File: config.mk
export PLATFORM = sky130hd
export DESIGN_NAME = blink_scheduler
export DESIGN_NICKNAME = d
export VERILOG_FILES = /design/src/rtl/blink_pkg.sv /design/src/rtl/blink_rr_arbiter.sv /design/src/rtl/blink_scheduler.sv
export SDC_FILE = /design/constraint.sdc
export NUM_CORES = 1
export LEC_CHECK = 0
export ABC_AREA = 1
export BUFFER_PORTS_ARGS = -buffer_cell sky130_fd_sc_hd__buf_2
export CAP_MARGIN = 20
export CORE_AREA = 10 10 78 80
export CTS_CLUSTER_DIAMETER = 40
export CTS_CLUSTER_SIZE = 16
export DETAILED_ROUTE_END_ITERATION = 6
export DIE_AREA = 0 0 88 90
export GPL_ROUTABILITY_DRIVEN = 0
export PLACE_DENSITY = 0.84
export SYNTH_ARGS = -nofsm -noshare
export SYNTH_HDL_FRONTEND = slang
export SYNTH_SLANG_ARGS = --single-unit
File: constraint.sdc
create_clock -name clk_edge -period 1.8 [get_ports clk_edge]
set_input_delay 0.27 -clock clk_edge [delete_from_list [all_inputs] [get_ports clk_edge]]
set_output_delay 0.27 -clock clk_edge [all_outputs]
set_load 0.02 [all_outputs]
File: src/rtl/blink_pkg.sv
// Shared types and constants for the LED blink scheduler and its round-robin arbiter.
package blink_pkg;

    localparam int IW_DEF = 4;
    localparam int RW_DEF = 5;
    localparam int MAX_CH = 8;

    typedef enum logic {
        CFG_IDLE  = 1'b0,
        CFG_APPLY = 1'b1
    } cfg_state_t;

    typedef enum logic {
        FIXED  = 1'b0,
        RANDOM = 1'b1
    } mode_t;

endpackage

File: src/rtl/blink_rr_arbiter.sv
// Combinational round-robin arbiter: picks the lowest-index request at or after ptr, wrapping.
module blink_rr_arbiter
    import blink_pkg::*;
#(
    parameter int NUM_CH = 3,
    parameter int PW     = 2
) (
    input  logic [NUM_CH-1:0] req,
    input  logic [PW-1:0]     ptr,
    output logic [NUM_CH-1:0] grant,
    output logic [PW-1:0]     grant_idx
);

    logic found;

    function automatic logic [PW-1:0] wrap_add(input logic [PW-1:0] base, input int k);
        int s;
        s = int'(base) + k;
        if (s >= NUM_CH) s = s - NUM_CH;
        return PW'(s);
    endfunction

    always_comb begin
        grant     = '0;
        grant_idx = '0;
        found     = 1'b0;
        for (int k = 0; k < NUM_CH; k++) begin
            if (!found && req[wrap_add(ptr, k)]) begin
                found     = 1'b1;
                grant_idx = wrap_add(ptr, k);
            end
        end
        if (found) grant[grant_idx] = 1'b1;
    end

endmodule

File: src/rtl/blink_scheduler.sv
// NUM_CH LED blink channels sharing one random-interval source; host reconfigures via valid/ready.
// Optional status outputs (pending_o, starve_o) are enabled with BLINK_SCHED_STATUS_EN.
module blink_scheduler
    import blink_pkg::*;
#(
    parameter int                   NUM_CH       = 3,
    parameter int                   IW           = IW_DEF,
    parameter int                   RW           = RW_DEF,
    parameter logic [NUM_CH*IW-1:0] DEF_INTERVAL = {4'd15, 4'd4, 4'd9},
    parameter logic [NUM_CH-1:0]    DEF_MODE     = 3'b100
) (
    input  logic              clk_edge,
    input  logic              rstbtn,
    input  logic              cfg_valid,
    output logic              cfg_ready,
    input  logic [2:0]        cfg_chan,
    input  logic              cfg_mode,
    input  logic [IW-1:0]     cfg_interval,
    input  logic              rnd_valid,
    input  logic [RW-1:0]     rnd_data,
    output logic              rnd_ready,
    output logic [NUM_CH-1:0] led
`ifdef BLINK_SCHED_STATUS_EN
    ,
    output logic [NUM_CH-1:0] pending_o,
    output logic [1:0]        starve_o
`endif
);

    localparam int PW = (NUM_CH > 1) ? $clog2(NUM_CH) : 1;
    localparam int CW = $clog2(MAX_CH);

    cfg_state_t        state, state_nxt;
    logic              run;
    logic [CW-1:0]     cfg_chan_q;
    mode_t             cfg_mode_q;
    logic [IW-1:0]     cfg_interval_q;

    logic [IW-1:0]     count    [NUM_CH];
    logic [IW-1:0]     interval [NUM_CH];
    logic [NUM_CH-1:0] mode_r;
    logic [NUM_CH-1:0] pending;

    logic [NUM_CH-1:0] grant;
    logic [PW-1:0]     grant_idx;
    logic [PW-1:0]     rr_ptr;
    logic              applying;
    logic              collision;
    logic              take;
    logic [IW-1:0]     rnd_val;

    generate
        if (RW > IW) begin : g_unused_rnd
            logic unused_rnd_hi;
            assign unused_rnd_hi = ^rnd_data[RW-1:IW];
        end
    endgenerate

    blink_rr_arbiter #(.NUM_CH(NUM_CH), .PW(PW)) u_arb (
        .req       (pending),
        .ptr       (rr_ptr),
        .grant     (grant),
        .grant_idx (grant_idx)
    );

    // A config write to the granted channel this cycle wins; the grant is masked entirely.
    assign applying  = (state == CFG_APPLY);
    assign collision = applying && (int'(cfg_chan_q) == int'(grant_idx));
    assign rnd_ready = rnd_valid && (|pending) && !collision;
    assign rnd_val   = rnd_data[IW-1:0];
    assign take      = rnd_ready && (rnd_val != '0);

    // cfg_ready is held low until the first edge after reset release via run.
    always_comb begin
        state_nxt = state;
        cfg_ready = 1'b0;
        case (state)
            CFG_IDLE: begin
                cfg_ready = run;
                if (cfg_valid && run) state_nxt = CFG_APPLY;
            end
            CFG_APPLY: state_nxt = CFG_IDLE;
            default:   state_nxt = CFG_IDLE;
        endcase
    end

    always_ff @(posedge clk_edge or posedge rstbtn) begin
        if (rstbtn) begin
            state          <= CFG_IDLE;
            run            <= 1'b0;
            cfg_chan_q     <= '0;
            cfg_mode_q     <= FIXED;
            cfg_interval_q <= '0;
        end else begin
            state <= state_nxt;
            run   <= 1'b1;
            if (cfg_valid && cfg_ready) begin
                cfg_chan_q     <= cfg_chan;
                cfg_mode_q     <= mode_t'(cfg_mode);
                cfg_interval_q <= cfg_interval;
            end
        end
    end

    // A random value served on the same edge as a fresh pulse satisfies that pulse too.
    always_ff @(posedge clk_edge or posedge rstbtn) begin
        if (rstbtn) begin
            for (int i = 0; i < NUM_CH; i++) begin
                count[i]    <= '0;
                interval[i] <= DEF_INTERVAL[i*IW +: IW];
            end
            mode_r  <= DEF_MODE;
            pending <= '0;
            led     <= '0;
        end else begin
            for (int i = 0; i < NUM_CH; i++) begin
                if (applying && (int'(cfg_chan_q) == i)) begin
                    interval[i] <= cfg_interval_q;
                    mode_r[i]   <= (cfg_mode_q == RANDOM);
                    count[i]    <= '0;
                    led[i]      <= 1'b0;
                    pending[i]  <= 1'b0;
                end else begin
                    led[i] <= 1'b0;
                    if (interval[i] == '0) begin
                        count[i] <= '0;
                    end else if (count[i] == interval[i]) begin
                        led[i]   <= 1'b1;
                        count[i] <= '0;
                        if (mode_r[i]) pending[i] <= 1'b1;
                    end else begin
                        count[i] <= count[i] + 1'b1;
                    end
                    if (take && grant[i]) begin
                        interval[i] <= rnd_val;
                        pending[i]  <= 1'b0;
                    end
                end
            end
        end
    end

    always_ff @(posedge clk_edge or posedge rstbtn) begin
        if (rstbtn) begin
            rr_ptr <= '0;
        end else if (rnd_ready) begin
            rr_ptr <= (int'(grant_idx) == NUM_CH - 1) ? '0 : grant_idx + 1'b1;
        end
    end

`ifdef BLINK_SCHED_STATUS_EN
    logic [1:0] starve;

    always_ff @(posedge clk_edge or posedge rstbtn) begin
        if (rstbtn) begin
            starve <= '0;
        end else if (take) begin
            starve <= '0;
        end else if (rnd_ready && (starve != 2'd3)) begin
            starve <= starve + 2'd1;
        end
    end

    assign pending_o = pending;
    assign starve_o  = starve;
`endif

endmodule

==> metrics.csv, run 1 <==
metric,value,unit
Tightest Pin Transition,0.572,ns
R2R Path End,interval[10],
Slew headroom,61.8,%
Syn Inst Count,288,
Pins Over Slew Limit,0,
Initial DRT Pass Iterations,5,
Reg2Reg Setup Slack,-0.53,ns
Fin. Hold Viols,0,
endpoints failing setup,18,
Avg WL per Cell,14.9,µm
Post-Syn Nets,312,
worst path cell trace,buf_4 -> ha_4 -> buf_4 -> o21ai_4 -> nand2_4 -> nand3_2 -> nand2_2 -> inv_2 -> nand2_2 -> nand2_2 -> nand2_2 -> nand3_2 -> and2_4 -> buf_6,
Sum Neg Setup Slack,-8.12,ns
Die W,88,µm
Initial Utilization,51.6,%
Total Routing Usage GR,14.3,%
I/O pins,22,
RR Startpoint,rr_ptr[0],
row count,25,
largest net degree at the start of global routing,46,
cell with the most instances on the worst path,nand2_2,
"Hold-fix buffers, CTS",0,
Worst EP arrival,2.17,ns
initial antenna violation count,0,
post-layout min period,2.44,ns
port bufs,20,
Seq pwr share,32.2,%
DP Worst Slack,-0.320,ns
sequential share of the synthesized area,47.8,%
fin crit share,135,%
CP max stage cell,dfrtp_1,
ANT nets after route,0,
status,finished with violations,
CP Buf/Inv Count,4,
CP endpoint,rnd_ready,
Max Cap Viol,0,
syn avg cell area,8.25,µm²
Via density,5.49,
post-synth cell types,26,
WL final,5880,µm
total power,5.61,mW
Std-Cell Core Area,0.00460,mm²
"FF+latch count, synth",45,
GRT Residual Overflow,0,
clk_skew,0.00703,ns
setup slack after layout,-0.638,ns
Leak,1.57,nW
Worst EP required,1.53,ns
area of the die,0.00792,mm²
RSZ-0062 raised after global routing,yes,
max frequency,410,MHz
Worst Setup Start Kind,register,
Internal Power,3.31,mW
first-pass GRT wire length,9440,µm
Crit Path Class,reg2out,
fin nets,363,
clock share of power,14.0,%
DRC,0,
Peak VDD IR,0.000881,V
worst-path maximum fanout,6,
Die Y,90,µm
violated checks,setup timing,
drt initial violations,169,
"Design Area, Final",0.00307,mm²
Worst path max stage delay,0.41,ns
CTS Buffer Depth,2,
clk_lat worst skew,0.30,ns
root buf cell,clkbuf_8,
PwrDens,1830,mW/mm²
"CTS clk-pin slew, worst paths",0.08,ns
total CTS buffers,5,
R2R cell count,17,
Via Count,2162,
dpl hpwl,3740,µm
H-Tree Depth,2,
synth-to-layout area growth,29.2,%
Mapped Area,0.00237,mm²
Worst Setup SP,rr_ptr[0],
crit path capture type,primary output,
number of global-route vias before repair,2106,
critical path depth,14,
"commonest non-fill, non-tap cell in the layout",nand2_1,
share of post-route cells with drive strength above 1,30.3,%
ant diodes,0,
Hold Path Class,in2async,
Placed Instance Area,0.00268,mm²
most frequent cells in the layout,"nand2_1, dfrtp_1, nand3_1, inv_1, buf_4",
clk sinks,45,
Switching Share,41.0,%
NetSw,2.30,mW
Syn. warnings,0,
"delay-heaviest family, CP",simple AND/OR/NAND/NOR gates,
combinational power share,53.8,%
CTS tree,built,
[through the flow]
stage	hold slack (ns)	instances	utilization, %
5_1_grt	0.0331	394	66.7
3_3_place_gp	0.320	374	58.2
4_1_cts	0.0156	388	64.4
2_1_floorplan	0.380	288	-
6_report	0.000447	394	66.7
3_5_place_dp	0.335	374	58.2
[state kept, by name (all words and copies together) (netlist names)]
signal / cells
cfg_mode_q: 1
cfg_chan_q: 3
pending: 3
cfg_interval_q: 4
led: 3
run: 1
interval: 12
rr_ptr: 2
count: 12
mode_r: 3
applying: 1
[cells by family (layout without fill, tap and decap cells)]
family | count (synthesis) | count (layout) | synth area share, %
simple gates | 153 | 153 | 30.0
flops | 45 | 45 | 47.8
buf+inv | 36 | 88 | 5.69
compound gates | 28 | 28 | 6.01
xor+xnor | 18 | 18 | 6.64
fa+ha+maj | 7 | 7 | 3.69
other cells | 1 | 1 | 0.158
[layout make-up]
cell class | count | area [µm²]
Clock buffer | 7 | 86.3
Tap cell | 54 | 67.6
Clock inverter | 1 | 30.0
Multi-Input combinational cell | 207 | 1290
Inverter | 32 | 123
Fill cell | 347 | 1530
Sequential cell | 45 | 1140
Timing Repair Buffer | 48 | 340
[synth_stat cells, drive strengths merged]
cell type  count  area, µm²
dfstp          8        210
nor2          24       90.1
clkbuf         4       15.0
nand3         31        160
inv           32        120
and3           3       18.8
a31oi          2       12.5
and2           1       8.76
xor2          15        131
o21ai         25        125
nand2         78        308
a21oi          1       5.00
nor3           1       5.00
conb           1       3.75
nand3b         3       22.5
ha             7       87.6
xnor2          3       26.3
or4            4       30.0
nor4           3       18.8
dfrtp         37        926
nand4          5       50.1
[power by group through the flow]
| stage | logic [mW] | registers (mW) | clock network, mW |
|---|---|---|---|
| 3_3_place_gp | 2.07 | 1.79 | 0 |
| 3_5_place_dp | 2.17 | 1.80 | 0 |
| 5_1_grt | 3.32 | 1.84 | 0.832 |
| 2_1_floorplan | 1.53 | 1.75 | 0 |
| 4_1_cts | 2.62 | 1.79 | 0.790 |
| 6_report | 3.02 | 1.80 | 0.785 |
[worst min-delay path by stage]
stage / from / endpoint / slack (ns) / depth (start not counted)
after CTS: rstbtn / count[2] / 0.02 / 3
final: rstbtn / mode_r[0] / 0.0004 / 3
after global placement: rstbtn / count[8] / 0.32 / 3
after floorplan: cfg_chan[2] / cfg_chan_q[2] / 0.38 / 2
after global routing: rstbtn / count[1] / 0.03 / 3
after detailed placement: rstbtn / mode_r[0] / 0.33 / 3
[routing by layer]
layer / global-route usage [%] / wire length [µm] / vias up
met5: 0 / 0 / -
met4: 5.45 / 142 / 0
met3: 2.89 / 360 / 14
met2: 23.9 / 2930 / 91
met1: 17.4 / 2450 / 1019
li1: - / - / 1038
[worst register-to-register path: stages (launching register included)]
cell and delay, ns:
dfrtp_1 0.41, buf_4 0.15, ha_4 0.17, buf_4 0.14, o21ai_4 0.13, nand2_4 0.08, nand3_2 0.08, nand2_2 0.07
inv_2 0.07, nand2_2 0.08, buf_4 0.14, buf_4 0.13, buf_6 0.12, nor2_4 0.13, nand4_4 0.14, nand2_4 0.12
nand2_1 0.06, nand2_1 0.05
[timing repair]
action                                 4_1_cts  5_1_grt
pin swaps                                    7       13
buffers inserted                             9        6
gates cloned                                 0        0
setup endpoints to repair                   18       18
resized for setup                           25       16
endpoints found under the hold margin        0        0
(Power assumes the default switching activity.)
==> inputs of run 2 (changes only) <==
- ABC_AREA: 1 -> 0
- CORE_AREA: 10 10 78 80 -> 10 10 80 82
- DIE_AREA: 0 0 88 90 -> 0 0 90 92
- PLACE_DENSITY: 0.84 -> 0.83
==> run 2 against run 1 <==
The run still ends with setup timing left. Clock power fell by 24%. Sequential cell count did not move. Final cell count fell by 8.1%. Global-route usage rose by 0.24 points.
==> metrics.csv, run 2 <==
metric,value,unit,change
worst path cell trace,inv_2 -> ha_4 -> buf_4 -> o21a_1 -> o211a_1 -> o21ai_1 -> nand4_1 -> and2b_2 -> buf_6,,
Syn. warnings,0,,unchanged
post-synthesis simple-gate area fraction,15.9,%,-14 points
RSZ-0062 raised after global routing,yes,,
Avg WL per Cell,16.3,µm,+9.0%
post-synth cell types,51,,+96%
clk_lat worst skew,0.30,ns,about the same
Crit Path Class,reg2out,,
Leak,1.42,nW,-9.5%
clk_skew,0.00870,ns,+0.00167 ns
Sum Neg Setup Slack,-8.86,ns,-0.736 ns
Pins Over Slew Limit,0,,unchanged
endpoints failing setup,18,,unchanged
"CTS clk-pin slew, worst paths",0.08,ns,about the same
"delay-heaviest family, CP",compound AO/OA/AOI/OAI gates,,
Worst EP arrival,2.33,ns,+0.16 ns
clk sinks,45,,unchanged
Slew headroom,46.6,%,-15 points
fin nets,315,,-13%
R2R Path End,interval[0],,
largest net degree at the start of global routing,46,,unchanged
xor and xnor fraction of the mapped netlist area,6.32,%,-0.32 points
# fillers,375,,+8.1%
most common cell in the netlist,dfrtp_1,,
PwrDens,1940,mW/mm²,+6.1%
"FF+latch count, synth",45,,unchanged
Initial DRT Pass Iterations,4,,-1
Tightest Pin Transition,0.794,ns,+0.222 ns
GRT Residual Overflow,0,,unchanged
mux share of post-synthesis cell area,12.2,%,+12 points
Worst Setup Start Kind,register,,
syn avg cell area,10.9,µm²,+32%
total CTS buffers,5,,unchanged
Via Count,1970,,-8.9%
CTS tree,built,,
root buf cell,clkbuf_8,,
ant diodes,0,,unchanged
Fin. Hold Viols,0,,unchanged
placed cell count,347,,-7.2%
synthesized-area fraction occupied by adder cells,3.51,%,-0.18 points
Std-Cell Core Area,0.00491,mm²,+6.8%
H-Tree Depth,2,,unchanged
largest family of logic cells by synthesized area,simple AND/OR/NAND/NOR gates,,
I/O pins,22,,unchanged
drt initial violations,84,,-50%
Post-Syn Nets,253,,-19%
CP max stage cell,dfrtp_1,,
synth-to-layout area growth,29.7,%,
first-pass GRT wire length,10000,µm,+6.3%
top cell type by total area after synthesis,dfrtp_1,,
compound-gate portion of the synthesized area,14.7,%,+8.6 points
CTS Buffer Depth,2,,unchanged
area share of the largest cell type after synthesis,37.1,%,-1.9 points
crit path capture type,primary output,,
Hold Path Class,in2async,,
Synth Flop Type,dfrtp_1,,
Mapped Area,0.00249,mm²,+5.0%
Worst EP required,1.53,ns,about the same
post-layout min period,2.60,ns,+0.165 ns
Die W,90,µm,+2.3%
total power,6.27,mW,+12%
WL final,5890,µm,+0.10%
Worst path max stage delay,0.40,ns,about the same
asr flop ratio synth,100,%,unchanged
CP Buf/Inv Count,3,,-1
DRC,0,,unchanged
fin crit share,145,%,+9.1 points
worst-path maximum fanout,6,,unchanged
Final Non-Filler Cells,362,,-8.1%
initial antenna violation count,0,,unchanged
Initial Utilization,50.8,%,-0.88 points
Max Cap Viol,0,,unchanged
CP endpoint,rnd_ready,,
share of post-route cells with drive strength above 1,46.2,%,+16 points
critical path depth,9,,-5
number of global-route vias before repair,2119,,+0.62%
dpl hpwl,4230,µm,+13%
area of the die,0.00828,mm²,+4.5%
"top cells by area, synth","dfrtp_1, mux2_2, dfstp_2",,
setup slack after layout,-0.802,ns,-0.165 ns
max frequency,384,MHz,-6.3%
Post-synth EDFFs,0,,unchanged
most frequent cells after synthesis,"dfrtp_1, nor2_1, mux2_2",,
Total Routing Usage GR,14.6,%,+0.24 points
Syn Inst Count,229,,-20%
port bufs,20,,unchanged
status,finished with violations,,
Die Y,92,µm,+2.2%
R2R cell count,9,,-8
Top Registers,"count: 12 flops, interval: 12 flops, cfg_interval_q: 4 flops",,
ANT nets after route,0,,unchanged
Peak VDD IR,0.000870,V,-1.3%
violated checks,setup timing,,
"commonest non-fill, non-tap cell in the layout",dfrtp_1,,
Worst Setup SP,rr_ptr[0],,
RR Startpoint,rr_ptr[1],,
Via density,5.44,,-0.83%
sequential share of the synthesized area,45.6,%,-2.3 points
most frequent cells in the layout,"dfrtp_1, buf_4, nor2_1, buf_2, mux2_2",,
Reg2Reg Setup Slack,-0.59,ns,-0.06 ns
row count,26,,+4.0%
## run 2: cell count changes in the layout (fill, tap and decap cells not counted), moves of 5 or more
cell and delta:
xnor2_1 +12, xor2_1 -12, a31oi_1 +5, inv_1 -17, nand2_1 -49, nand3_1 -19, nand2_2 -10, o21ai_0 -19
buf_4 +9, mux2_4 +8, mux2_2 +16, o21ai_2 +5
## run 2: cell type report
type / instances / area [µm²] / share of cell area, %
clock buffer: 6 / 72.6 / 2.24
clock inverter: 2 / 10.0 / 0.310
inverter: 11 / 41.3 / 1.28
multi-input combinational: 173 / 1510 / 46.6
sequential: 45 / 1140 / 35.2
tap: 70 / 87.6 / 2.71
timing repair buffer: 55 / 377 / 11.6
## run 2: report_power, final
| group | internal (mW) | switching (mW) |
|---|---|---|
| sequential | 1.51 | 0.441 |
| combinational | 1.97 | 1.76 |
| clock | 0.269 | 0.327 |
## run 2: cell families after synthesis
family	Yosys count
simple gates	76
compound gates	45
flops	45
mux	26
xor+xnor	18
buf+inv	11
fa+ha+maj	7
other cells	1
## run 2: per-stage QoR
step           hold WS (ns)  setup WS (ns)  instance area [µm²]  utilization (%)
5_1_grt               0.147         -0.844                 3230             65.8
6_report             0.0779         -0.802                 3230             65.8
3_5_place_dp          0.438         -0.544                 2950             60.0
3_3_place_gp          0.431         -0.462                 2950             60.0
4_1_cts               0.119         -0.770                 3170             64.5
2_1_floorplan         0.387         -0.308                 2550                -
## run 2: worst min path at each step
stage / startpoint / to / cells past startpoint
floorplan: cfg_chan[0] / cfg_chan_q[0] / 2
global placement: rstbtn / count[5] / 3
detailed placement: rstbtn / count[5] / 3
CTS: rstbtn / count[5] / 3
global route: rstbtn / count[5] / 3
finish: rstbtn / count[4] / 3
## run 2: worst register-to-register path, delay by kind of cell (launching register included)
family	cells	cell delay, ns
multiplexers	2	0.49
adder cells (fa/ha/maj)	1	0.20
flip-flops	1	0.46
buffers and inverters	2	0.26
AO/OA/AOI/OAI	2	0.50
AND/OR/NAND/NOR	2	0.41
## run 2: timing repair
action	CTS	global route
resized for setup	27	11
setup buffers	6	2
cloned	0	0
hold buffers	0	0
pin swaps	16	13
setup endpoints to repair	18	18
## run 2: per-layer routing
metal	share of wire, %	vias up	wire [µm]	global-route usage, %
met2	50	53	2960	24.4
met4	2.2	0	131	6.37
met3	5.1	17	301	4.07
met1	42	947	2500	17.2
met5	0	-	0	0
li1	-	953	-	-
==> inputs of run 3 (changes only) <==
- CORE_AREA: 10 10 80 82 -> 10 10 79 81
- DIE_AREA: 0 0 90 92 -> 0 0 89 91
- PLACE_DENSITY: 0.83 -> 0.84
- SYNTH_HIERARCHICAL: default -> 1
==> run 3 against run 2 <==
The run still ends with setup timing left. Sequential power barely moved. Cell area fell by 2.9%. Global-route usage fell by 0.25 points. Non-clock buffer count did not move. Critical endpoint is now interval[10]. Largest power group unchanged. Highest routed layer unchanged.
==> metrics.csv, run 3 <==
metric,value,unit,change
DRC,0,,unchanged
worst-path maximum fanout,5,,-1
Std-Cell Core Area,0.00466,mm²,-5.1%
I/O pins,22,,unchanged
post-layout min period,2.91,ns,+0.312 ns
Syn Inst Count,199,,-13%
Initial Utilization,52.3,%,+1.6 points
"FF+latch count, synth",45,,unchanged
status,finished with violations,,
drt initial violations,66,,-21%
FF+latch area,0.00114,mm²,+0.11%
area of the die,0.00810,mm²,-2.2%
"CTS clk-pin slew, worst paths",0.09,ns,about the same
"delay-heaviest family, CP",compound AO/OA/AOI/OAI gates,,
area of the multi-input gates,0.00142,mm²,-6.1%
first-pass GRT wire length,9230,µm,-8.0%
crit path capture type,register,,
clk_skew,0.00858,ns,-0.000120 ns
share of post-route cells with drive strength above 1,52.7,%,+6.4 points
sequential share of the synthesized area,46.6,%,+1.0 points
Avg WL per Cell,18.1,µm,+11%
clk_lat worst skew,0.29,ns,about the same
WL final,5720,µm,-3.0%
most frequent cells in the layout,"dfrtp_1, buf_4, mux2_2, nor2_1, buf_2",,
GRT Residual Overflow,0,,unchanged
Pins Over Slew Limit,0,,unchanged
Hold Path Class,in2async,,
area share of the largest cell type after synthesis,37.9,%,+0.82 points
Post-synth EDFFs,0,,unchanged
RSZ-0062 raised after global routing,yes,,
Via Count,1777,,-9.8%
worst path cell trace,inv_4 -> ha_4 -> mux2i_4 -> o22ai_4 -> or3_4 -> and3_4 -> xor2_1 -> o311a_4 -> buf_6 -> a31o_4 -> mux2_4,,
top cell type by total area after synthesis,dfrtp_1,,
Via density,5.62,,+3.3%
post-synth cell types,39,,-24%
"top cells by area, synth","dfrtp_1, mux2_2, dfstp_2",,
setup slack after layout,-1.11,ns,-0.312 ns
ANT nets after route,0,,unchanged
Synth Flop Type,dfrtp_1,,
asr flop ratio synth,100,%,unchanged
number of global-route vias before repair,1875,,-12%
CTS Buffer Depth,2,,unchanged
total CTS buffers,5,,unchanged
Mapped Area,0.00244,mm²,-2.2%
total power,5.43,mW,-13%
Initial DRT Pass Iterations,4,,unchanged
Worst EP arrival,3.09,ns,+0.76 ns
Slew headroom,63.4,%,+17 points
Fin. Hold Viols,0,,unchanged
largest net degree at the start of global routing,46,,unchanged
"Design Area, Final",0.00314,mm²,-2.9%
Tightest Pin Transition,0.550,ns,-0.245 ns
Crit Path Class,reg2reg,,
Max Cap Viol,0,,unchanged
Die Y,91,µm,-1.1%
# fillers,325,,-13%
Top Registers,"count: 12 flops, interval: 12 flops, cfg_interval_q: 4 flops",,
CP max stage cell,dfrtp_2,,
CTS tree,built,,
Die W,89,µm,-1.1%
fin crit share,162,%,+17 points
port bufs,20,,unchanged
Placed Instance Area,0.00284,mm²,-3.6%
PwrDens,1730,mW/mm²,-11%
most common cell in the netlist,dfrtp_1,,
row count,25,,-3.8%
endpoints failing setup,18,,unchanged
violated checks,setup timing,,
Total Routing Usage GR,14.3,%,-0.25 points
CP Buf/Inv Count,2,,-1
dpl hpwl,3820,µm,-9.6%
fin nets,285,,-9.5%
syn avg cell area,12.3,µm²,+13%
DP Worst Slack,-0.998,ns,-0.453 ns
Worst path max stage delay,0.46,ns,+0.06 ns
ant diodes,0,,unchanged
initial antenna violation count,0,,unchanged
"commonest non-fill, non-tap cell in the layout",dfrtp_1,,
synth-to-layout area growth,28.6,%,
max frequency,343,MHz,-11%
Peak VDD IR,0.000997,V,+15%
most frequent cells after synthesis,"dfrtp_1, mux2_2, nor2_1",,
Syn. warnings,6,,+6
Leak,1.38,nW,-3.5%
Worst EP required,1.97,ns,+0.44 ns
Post-Syn Nets,223,,-12%
root buf cell,clkbuf_8,,
H-Tree Depth,2,,unchanged
clk sinks,45,,unchanged
Worst Setup Start Kind,register,,
-- run 3: changes by cell type after synthesis, sizes merged, moves of 8 or more --
| cell | previous run | this run |
|---|---|---|
| a31oi | 8 | 0 |
| mux2 | 24 | 37 |
| o21ai | 12 | 3 |
| nand2 | 15 | 6 |
-- run 3: kinds of logic after synthesis --
| logic type | share of synthesized area (%) |
|---|---|
| xor gates and xnor gates | 7.18 |
| muxes | 20.2 |
| other | 0.154 |
| adders and majority gates | 3.59 |
| AOI/OAI and AO/OA | 7.13 |
| and+or+nand+nor | 13.5 |
| buffers and inverters | 1.69 |
| DFF | 46.6 |
-- run 3: path summary, 6_finish.rpt --
check	slack [ns]	cells past startpoint	to	from
max in group asynchronous	1.30	3	rr_ptr[0]	rstbtn
hold / removal	0.1	3	count[11]	rstbtn
min in group clk_edge	0.20	2	cfg_chan_q[1]	cfg_chan[1]
hold reg to reg	0.51	1	cfg_chan_q[2]	cfg_chan_q[2]
setup / recovery	-1.11	11	interval[10]	rr_ptr[0]
setup reg to reg	-1.11	11	interval[10]	rr_ptr[0]
-- run 3: repair_timing --
| item | CTS | global route |
|---|---|---|
| resized for setup | 18 | 7 |
| endpoints found under the setup margin | 18 | 18 |
| setup buffers | 10 | 2 |
| hold buffers | 0 | 0 |
| pin swaps | 7 | 9 |
| cloned | 0 | 0 |
-- run 3: power breakdown --
part | internal [mW] | switching [mW] | total (mW)
registers | 1.50 | 0.435 | 1.94
clock network | 0.275 | 0.341 | 0.616
logic | 1.64 | 1.23 | 2.87
-- run 3: cell type report --
cell class | count | area share, %
multi-input combinational | 143 | 45.1
sequential | 45 | 36.3
timing repair buffer | 55 | 12.4
clock buffer | 7 | 2.43
tap | 54 | 2.15
inverter | 11 | 1.40
clock inverter | 1 | 0.239
-- run 3: tightest hold or removal path: cells and delay by family --
| kind | cells | cell delay [ns] |
|---|---|---|
| buffers and inverters | 3 | 0.58 |
-- run 3: routing by layer --
| metal | global-route usage, % | share of wire [%] |
|---|---|---|
| met1 | 17.3 | 43 |
| met2 | 24.4 | 50 |
| met3 | 3.49 | 4.7 |
| met4 | 4.24 | 2.8 |
| met5 | 0 | 0 |
-- run 3: metrics by stage --
| stage | util (%) | setup TNS [ns] | cells | hold WS [ns] |
|---|---|---|---|---|
| 2_1_floorplan | - | -14.47 | 199 | 0.421 |
| 3_3_place_gp | 60.9 | -15.34 | 296 | 0.430 |
| 3_5_place_dp | 60.9 | -16.75 | 296 | 0.439 |
| 4_1_cts | 66.3 | -19.42 | 314 | 0.116 |
| 5_1_grt | 67.3 | -19.60 | 316 | 0.137 |
| 6_report | 67.3 | -18.64 | 316 | 0.0978 |
